--- src/rtl/simon_pkg.sv ---
// Shared encodings for the Simon playback/sequencer clock-domain logic.
package simon_pkg;

  typedef enum logic [1:0] {
    IDLE    = 2'd0,
    MEASURE = 2'd1,
    LOCKED  = 2'd2,
    STALLED = 2'd3
  } sync_state_e;

  // Two seconds of silence at 100 MHz before the tick source is declared dead.
  localparam int unsigned TICK_TIMEOUT_DEFAULT = 200_000_000;

endpackage

--- src/rtl/sync_edge.sv ---
// Multi-flop synchroniser for an asynchronous level, with registered
// single-cycle rise/fall strobes. Also used for the button inputs.
module sync_edge #(
  parameter int unsigned SYNC_STAGES = 2
) (
  input  logic clk,
  input  logic reset,
  input  logic async_in,
  output logic rise,
  output logic fall
);

  logic [SYNC_STAGES-1:0] sync_q;
  logic                   hist_q;

  always_ff @(posedge clk or posedge reset) begin
    if (reset) begin
      sync_q <= '0;
      hist_q <= 1'b0;
      rise   <= 1'b0;
      fall   <= 1'b0;
    end else begin
      sync_q <= {sync_q[SYNC_STAGES-2:0], async_in};
      hist_q <= sync_q[SYNC_STAGES-1];
      rise   <= sync_q[SYNC_STAGES-1] & ~hist_q;
      fall   <= ~sync_q[SYNC_STAGES-1] & hist_q;
    end
  end

endmodule

--- src/rtl/tick_sync.sv ---
// Turns a slow level-toggling input into clk-domain tick enables, with a
// wrapping beat count, period measurement and stall detection.
module tick_sync
  import simon_pkg::*;
#(
  parameter int unsigned SYNC_STAGES = 2,
  parameter int unsigned PERIOD_W    = 28,
  parameter int unsigned TIMEOUT     = TICK_TIMEOUT_DEFAULT,
  parameter int unsigned BEAT_W      = 4
) (
  input  logic                clk,
  input  logic                reset,
  input  logic                slow_in,
  input  logic                enable,
  input  logic                clear_beat,
  output logic                tick_rise,
  output logic                tick_fall,
  output logic [BEAT_W-1:0]   beat,
  output logic [PERIOD_W-1:0] period,
  output logic                locked,
  output logic                stalled
);

  localparam logic [PERIOD_W-1:0] TIMEOUT_C = PERIOD_W'(TIMEOUT);
  // The counter is one behind the elapsed distance, so stall one count early.
  localparam logic [PERIOD_W-1:0] STALL_AT  = PERIOD_W'(TIMEOUT - 1);

  logic                rise_s;
  logic                fall_s;
  logic                rise_en;
  logic                timeout_hit;
  logic [PERIOD_W-1:0] cnt;
  logic [PERIOD_W-1:0] cnt_inc;
  logic [PERIOD_W-1:0] cnt_sat;
  sync_state_e         state;

  sync_edge #(
    .SYNC_STAGES(SYNC_STAGES)
  ) u_sync_edge (
    .clk     (clk),
    .reset   (reset),
    .async_in(slow_in),
    .rise    (rise_s),
    .fall    (fall_s)
  );

  assign rise_en     = rise_s & enable;
  assign cnt_inc     = cnt + PERIOD_W'(1);
  assign cnt_sat     = (cnt == TIMEOUT_C) ? cnt : cnt_inc;
  assign timeout_hit = (cnt >= STALL_AT);

  // Tick enables and beat counter; clear_beat beats a coincident rise.
  always_ff @(posedge clk or posedge reset) begin
    if (reset) begin
      tick_rise <= 1'b0;
      tick_fall <= 1'b0;
      beat      <= '0;
    end else begin
      tick_rise <= rise_en;
      tick_fall <= fall_s & enable;
      if (clear_beat) begin
        beat <= '0;
      end else if (rise_en) begin
        beat <= beat + BEAT_W'(1);
      end
    end
  end

  // Lock/stall FSM with interval counter and period capture.
  always_ff @(posedge clk or posedge reset) begin
    if (reset) begin
      state   <= IDLE;
      cnt     <= '0;
      period  <= '0;
      locked  <= 1'b0;
      stalled <= 1'b0;
    end else if (!enable) begin
      state   <= IDLE;
      cnt     <= '0;
      locked  <= 1'b0;
      stalled <= 1'b0;
    end else begin
      case (state)
        IDLE: begin
          cnt <= '0;
          if (rise_s) begin
            state <= MEASURE;
          end
        end
        MEASURE: begin
          if (rise_s) begin
            state  <= LOCKED;
            locked <= 1'b1;
            period <= cnt_inc;
            cnt    <= '0;
          end else if (timeout_hit) begin
            state   <= STALLED;
            stalled <= 1'b1;
            cnt     <= cnt_sat;
          end else begin
            cnt <= cnt_sat;
          end
        end
        LOCKED: begin
          if (rise_s) begin
            period <= cnt_inc;
            cnt    <= '0;
          end else if (timeout_hit) begin
            state   <= STALLED;
            locked  <= 1'b0;
            stalled <= 1'b1;
            cnt     <= cnt_sat;
          end else begin
            cnt <= cnt_sat;
          end
        end
        STALLED: begin
          if (rise_s) begin
            state   <= MEASURE;
            stalled <= 1'b0;
            cnt     <= '0;
          end else begin
            cnt <= cnt_sat;
          end
        end
        default: begin
          state   <= IDLE;
          cnt     <= '0;
          locked  <= 1'b0;
          stalled <= 1'b0;
        end
      endcase
    end
  end

endmodule

--- config.mk ---
export PLATFORM = sky130hd
export DESIGN_NAME = tick_sync
export DESIGN_NICKNAME = d
export VERILOG_FILES = /design/src/rtl/simon_pkg.sv /design/src/rtl/sync_edge.sv /design/src/rtl/tick_sync.sv
export SDC_FILE = /design/constraint.sdc
export NUM_CORES = 1
export LEC_CHECK = 0
export ABC_AREA = 1
export CAP_MARGIN = 15
export CORE_MARGIN = 4
export CORE_UTILIZATION = 60
export DETAILED_ROUTE_END_ITERATION = 10
export PLACE_DENSITY_LB_ADDON = 0.15
export SLEW_MARGIN = 0
export SYNTH_ARGS = -nofsm -noshare
export SYNTH_HDL_FRONTEND = slang
export SYNTH_SLANG_ARGS = --single-unit
--- constraint.sdc ---
create_clock -name clk -period 3.9 [get_ports clk]
set_input_delay 0.78 -clock clk [delete_from_list [all_inputs] [get_ports clk]]
set_output_delay 0.78 -clock clk [all_outputs]
set_load 0.05 [all_outputs]
==> qor.txt, run 1 <==
status: finished, final reports clean
Fillers: 454
worst hold path type: register to register
internal power: 0.00108 W
Top delay family on crit path: simple AND/OR/NAND/NOR gates
Setup CP Type: input port to register
PD cells: 363 mW/mm2
Starting Density: 61.7%
Core ar.: 0.00592 mm2
Buf/Inv on CP: 2
RSZ-0062 raised after global routing: false
post_cts resized: 0
crit path DAT: 2.82 ns
die area: 0.00740 mm2
yosys warns: 0
Multi-input gate area: 0.00165 mm2
pin count of the biggest net entering global routing: 45
DR vias: 2939
max cap viols: 0
Total Neg Setup Slack: 0 ns
max-slew violation count: 0
final setup violation count: 0
Final #Nets: 499
Worst Setup Start Kind: input port
total CTS buffers: 9
Clock Skew: 0.00739 ns
Area Growth Syn to Fin: 17.7%
Finished Layout Cells: 562
I/O pin cnt: 41
Port Buffers: 40
Mapped Cells: 440
CTS tree: yes
fraction of the cycle the final worst path needs: 66.8%
#FFs+latches synth: 71
Synth cell types: 36
htree depth: 3
Worst EP required: 4.11 ns
Mapped Nets: 453
crit-path cells: clkdlybuf4s50_1 -> nand2_2 -> nor2_4 -> nand3_1 -> nor3_2 -> nand2_2 -> nand2_4 -> inv_2 -> nand2_1 -> o21ai_0
Pleak: 2.08 nW
drt drc: 0
Crit path top cell by count: nand2_2
Tmin final: 2.61 ns
hold path start: u_sync_edge.sync_q[0]$_DFF_PP0_
GRT overflow: 0
vias in the first global route: 2855
Reg2Reg Launch Point: state[0]$_DFFE_PP0P_
FP Rows: 28
die height: 86.0 um
# hold bufs at CTS: 0
final hold viol count: 0
sequential fraction of the synthesis area: 48.6%
Cell Area, Synth: 0.00365 mm2
commonest cells after routing, fill and taps aside: 130 x nand2_1, 71 x dfrtp_1, 49 x nor2_1, 45 x inv_1, 40 x clkdlybuf4s50_1
P_sw: 0.000484 W
routed wire length: 7940 um
Global Route Usage Sum: 23.3%
WL per Instance: 14.1 um
clock share of power: 29.6%
layout cells sized above 1: 10.7%
antenna diode count: 0
initial antenna violation count: 0
DRT antenna net count: 0
Max-slew headroom: 54.3%
Die W: 86.0 um
placed insts: 549
sw frac: 31.0%
Worst Setup End Kind: register
CTS Sinks: 71
clock root cell: clkbuf_8
IR drop worst, VDD: 0.000298 V
Reg power frac: 50.5%
Least-Margin Pin Slew: 0.685 ns
fmax: 384 MHz
CP max stage delay: 0.65 ns
initial DRC count: 183
commonest non-fill, non-tap cell in the layout: nand2_1
synthesized area per cell: 8.30 um2
first-pass GRT wire length: 13500 um
slowest stage cell, crit path: clkdlybuf4s50_1
1st-pass router iterations: 4
Worst-path clk slew: 0.07 ns
number of vias per cell: 5.23
CTS Buffer Depth: 2
clock latency on the worst-skew pair: 0.34 ns
Post CTS Setup Buffer Count: 0
largest fanout on the critical path: 15
Seq. cell area: 0.00178 mm2
Worst setup startpoint: enable
Detailed Place HPWL: 5850 um
GPL Wtd Cong: 0.961
combinational share of power: 20.0%
-- power by group through the flow --
stage / combinational [W] / clock, W / sequential (W)
after floorplan: 0.000158 / 0 / 0.000862
after global placement: 0.000304 / 0 / 0.000799
after detailed placement: 0.000305 / 0 / 0.000800
after CTS: 0.000308 / 0.000476 / 0.000787
after global routing: 0.000341 / 0.000502 / 0.000789
final: 0.000312 / 0.000462 / 0.000788
-- kinds of logic (layout without fill, tap and decap cells) --
group | count (synthesis) | in the layout | share of synthesized area, %
buf+inv | 58 | 105 | 6.30
compound gates | 37 | 37 | 5.52
simple gates | 247 | 247 | 32.0
fa+ha+maj | 8 | 8 | 2.74
flops | 71 | 71 | 48.6
xor+xnor | 19 | 19 | 4.76
-- state kept, by name (all words and copies together) (netlist names) --
register            flops
u_sync_edge.hist_q      1
stalled                 1
locked                  1
u_sync_edge.rise        1
tick_fall               1
cnt                    28
beat                    4
state                   2
tick_rise               1
u_sync_edge.sync_q      2
u_sync_edge.fall        1
period                 28
-- worst register-to-register path: cells and delay by family, from the launching register on --
family / cells / cell delay (ns)
buffers and inverters: 2 / 0.22
AOI/OAI and AO/OA: 1 / 0.08
and+or+nand+nor: 6 / 1.05
adders and majority gates: 1 / 0.23
DFF: 1 / 0.41
-- per-layer routing --
metal / up-vias / share of wire [%] / wire (um) / track usage (%)
met5: - / 0 / 0 / 0
met4: 0 / 0.96 / 76 / 4.32
met3: 7 / 4.9 / 388 / 5.86
met2: 60 / 49 / 3860 / 38.3
met1: 1407 / 46 / 3620 / 31.7
li1: 1465 / - / - / -
-- synth_stat cells --
| cell | instances | area share (%) |
|---|---|---|
| nand2_1 | 130 | 13 |
| xor2_1 | 14 | 3.4 |
| a221oi_1 | 1 | 0.24 |
| o22ai_1 | 1 | 0.17 |
| clkbuf_1 | 2 | 0.21 |
| inv_1 | 46 | 4.7 |
| nor2_2 | 4 | 0.69 |
| nor3_2 | 4 | 1.1 |
| a21boi_0 | 1 | 0.21 |
| buf_2 | 4 | 0.55 |
| nand3_2 | 1 | 0.27 |
| nor2_4 | 4 | 1.2 |
| nor2_8 | 2 | 1.1 |
| nor4_1 | 1 | 0.17 |
| o21ai_1 | 9 | 1.2 |
| buf_4 | 2 | 0.41 |
| xor2_2 | 1 | 0.45 |
| dfrtp_1 | 71 | 49 |
| nand3b_1 | 3 | 0.62 |
| and2_1 | 1 | 0.17 |
| a21oi_1 | 6 | 0.82 |
| nand2_2 | 10 | 1.7 |
| nand3_1 | 22 | 3.0 |
| a211oi_1 | 1 | 0.21 |
| nand4_1 | 7 | 1.2 |
| o211ai_1 | 1 | 0.21 |
| ha_1 | 8 | 2.7 |
| xnor2_1 | 4 | 0.96 |
| nand3b_2 | 1 | 0.31 |
| o21ai_0 | 16 | 2.2 |
| inv_2 | 4 | 0.41 |
| nor2_1 | 49 | 5.0 |
| nor3_1 | 4 | 0.55 |
| o21ai_2 | 1 | 0.24 |
| nor3_4 | 2 | 0.89 |
| nand2_4 | 2 | 0.62 |
-- worst paths after layout --
kind | to | slack (ns) | cells after the start
setup / recovery | cnt[0]$_DFFE_PP0P_ | 1.29 | 10
hold / removal | u_sync_edge.sync_q[1]$_DFF_PP0_ | 0.36 | 0
setup reg to reg | cnt[0]$_DFFE_PP0P_ | 1.76 | 10
hold reg to reg | u_sync_edge.sync_q[1]$_DFF_PP0_ | 0.36 | 0
max in group asynchronous | u_sync_edge.sync_q[1]$_DFF_PP0_ | 2.38 | 3
min in group asynchronous | period[27]$_DFFE_PP0P_ | 0.86 | 2
-- layout make-up --
cell class                 instances  share of cell area, %
inverter                          50                   4.37
timing repair buffer              43                   10.6
multi-input combinational        311                   38.3
tap                               75                   2.18
sequential                        71                   41.3
clock inverter                     3                  0.349
clock buffer                       9                   2.88
-- through the flow --
stage,hold WS [ns],worst slack (ns),util [%],power [W],instance area (um2)
finish,0.357,1.29,72.6,0.00156,4300
global route,0.365,1.16,72.6,0.00163,4300
CTS,0.355,1.20,72.1,0.00157,4270
detailed placement,0.335,0.857,69.8,0.00110,4130
global placement,0.354,0.910,69.8,0.00110,4130
floorplan,0.331,1.32,-,0.00102,3650
(Power assumes the default switching activity.)
==> inputs of run 2 (changes only) <==
CORE_UTILIZATION = 56   (was 60)
clock period = 2.6 ns   (was 3.9 ns; I/O delays follow)
==> run 2 against run 1 <==
Effect of this change: first-iteration DRC count down 40%; clock skew down 0.0034 ns; cell count up 1.4%; design area up 2.3%; setup slack worse by 0.80 ns; die area up 6.5%; wire length down 2.1%; sequential power up 50%; critical path type is now register to primary output.
==> qor.txt, run 2 (synthesis gave the netlist of run 1 again) <==
final setup violation count: 0 (unchanged)
routed wire length: 7780 um (-2.1%)
Detailed Place HPWL: 5760 um (-1.6%)
initial antenna violation count: 0 (unchanged)
Port Buffers: 40 (unchanged)
Buf/Inv on CP: 1 (-1)
Tmin final: 2.10 ns
Final #Nets: 501 (+0.40%)
worst hold path type: register to register
post_cts resized: 0 (unchanged)
total CTS buffers: 9 (unchanged)
Starting Density: 57.5% (-4.2 points)
Worst-path clk slew: 0.07 ns (about the same)
FP Rows: 29 (+3.6%)
Top Registers: cnt x28, period x28, beat x4
Total Neg Setup Slack: 0 ns (unchanged)
DR vias: 2891 (-1.6%)
clock latency on the worst-skew pair: 0.34 ns (about the same)
CTS Buffer Depth: 2 (unchanged)
Clock Skew: 0.00396 ns (-0.00343 ns)
DRT antenna net count: 0 (unchanged)
Worst Setup Start Kind: register
CP max stage delay: 0.83 ns (+0.18 ns)
clock root cell: clkbuf_8
number of vias per cell: 5.07 (-3.0%)
final hold slack: 0.350 ns (-0.00694 ns)
antenna diode count: 0 (unchanged)
layout cells sized above 1: 11.8% (+1.1 points)
die height: 88.8 um (+3.2%)
Global Route Usage Sum: 22.7% (-0.61 points)
CTS Sinks: 71 (unchanged)
first-pass GRT wire length: 13800 um (+1.8%)
Worst Setup End Kind: primary output
Tot Pwr: 0.00262 W (+68%)
CTS tree: yes
Setup CP Type: register to primary output
WL per Instance: 13.6 um (-3.5%)
RSZ-0062 raised after global routing: false
I/O pin cnt: 41 (unchanged)
fraction of the cycle the final worst path needs: 80.9%
Pleak: 2.12 nW (+2.3%)
Seq. cell area: 0.00178 mm2 (unchanged)
commonest cells after routing, fill and taps aside: 130 x nand2_1, 71 x dfrtp_1, 49 x nor2_1, 45 x inv_1, 40 x clkdlybuf4s50_1
max-slew violation count: 0 (unchanged)
Area Growth Syn to Fin: 20.4%
PD cells: 596 mW/mm2 (+64%)
pin count of the biggest net entering global routing: 44 (-2.2%)
commonest non-fill, non-tap cell in the layout: nand2_1
Post CTS Setup Buffer Count: 0 (unchanged)
Max-slew headroom: 65.8% (+12 points)
drt drc: 0 (unchanged)
Multi-input gate area: 0.00165 mm2 (unchanged)
GRT overflow: 0 (unchanged)
Fillers: 501 (+10%)
largest fanout on the critical path: 4 (-11)
status: finished, final reports clean
Die W: 88.8 um (+3.2%)
Least-Margin Pin Slew: 0.512 ns (-0.173 ns)
fmax: 476 MHz
# hold bufs at CTS: 0 (unchanged)
slowest stage cell, crit path: clkdlybuf4s50_1
1st-pass router iterations: 4 (unchanged)
final hold viol count: 0 (unchanged)
Core ar.: 0.00635 mm2 (+7.2%)
crit path DAT: 1.58 ns (-1.24 ns)
die area: 0.00788 mm2 (+6.5%)
Top delay family on crit path: buffers and inverters
htree depth: 3 (unchanged)
crit-path cells: clkdlybuf4s50_1
Worst EP required: 2.08 ns (-2.03 ns)
initial DRC count: 109 (-40%)
IR drop worst, VDD: 0.000496 V (+66%)
max cap viols: 0 (unchanged)
GPL Wtd Cong: 1.01 (+4.6%)
vias in the first global route: 2942 (+3.0%)
==> run 2: changes by cell type in the layout (fill, tap and decap cells not counted) <==
cell | previous run | this run
clkinv_2 | 3 | 1
buf_12 | 1 | 2
buf_4 | 1 | 3
buf_16 | 1 | 0
clkbuf_8 | 9 | 14
bufinv_16 | 0 | 1
==> run 2: routing by layer <==
layer	up-vias	GRT usage (%)	wire length, um
met1	1356	31.4	3700
met4	0	7.83	121
li1	1476	-	-
met2	50	35.8	3650
met3	9	4.47	302
met5	-	0	0
==> run 2: per-stage QoR <==
stage          utilization, %  std cells  instance area [um2]  setup slack, ns
2_1_floorplan               -        440                 3650            0.283
3_3_place_gp             65.7        554                 4170            0.305
3_5_place_dp             65.7        554                 4170            0.263
4_1_cts                  69.2        570                 4400            0.480
5_1_grt                  69.2        570                 4400            0.445
6_report                 69.2        570                 4400            0.498
==> run 2: power by group <==
part | total, W | switching, W | internal (W) | leakage (nW)
Combinational | 0.000469 | 0.000320 | 0.000149 | 1.03
Sequential | 0.00118 | 0.0000314 | 0.00115 | 0.976
Clock | 0.000973 | 0.000399 | 0.000573 | 0.119
Total | 0.00262 | 0.000751 | 0.00187 | 2.12
==> run 2: worst paths after layout <==
path	from	to	slack [ns]	cells after the start
hold / removal	u_sync_edge.sync_q[0]$_DFF_PP0_	u_sync_edge.sync_q[1]$_DFF_PP0_	0.35	0
hold reg to reg	u_sync_edge.sync_q[0]$_DFF_PP0_	u_sync_edge.sync_q[1]$_DFF_PP0_	0.35	0
setup reg to reg	state[0]$_DFFE_PP0P_	period[10]$_DFFE_PP0P_	0.73	7
max in group asynchronous	reset	cnt[23]$_DFFE_PP0P_	1.44	3
setup / recovery	beat[1]$_DFFE_PP0P_	beat[1]	0.50	1
min in group asynchronous	reset	locked$_DFFE_PP0P_	0.52	2
==> run 2: area by class of cell <==
cell class / instances / share of cell area, %
multi-input combinational: 311 / 37.4
timing repair buffer: 45 / 10.5
clock buffer: 14 / 4.38
clock inverter: 2 / 0.797
sequential: 71 / 40.4
tap: 77 / 2.19
inverter: 50 / 4.27
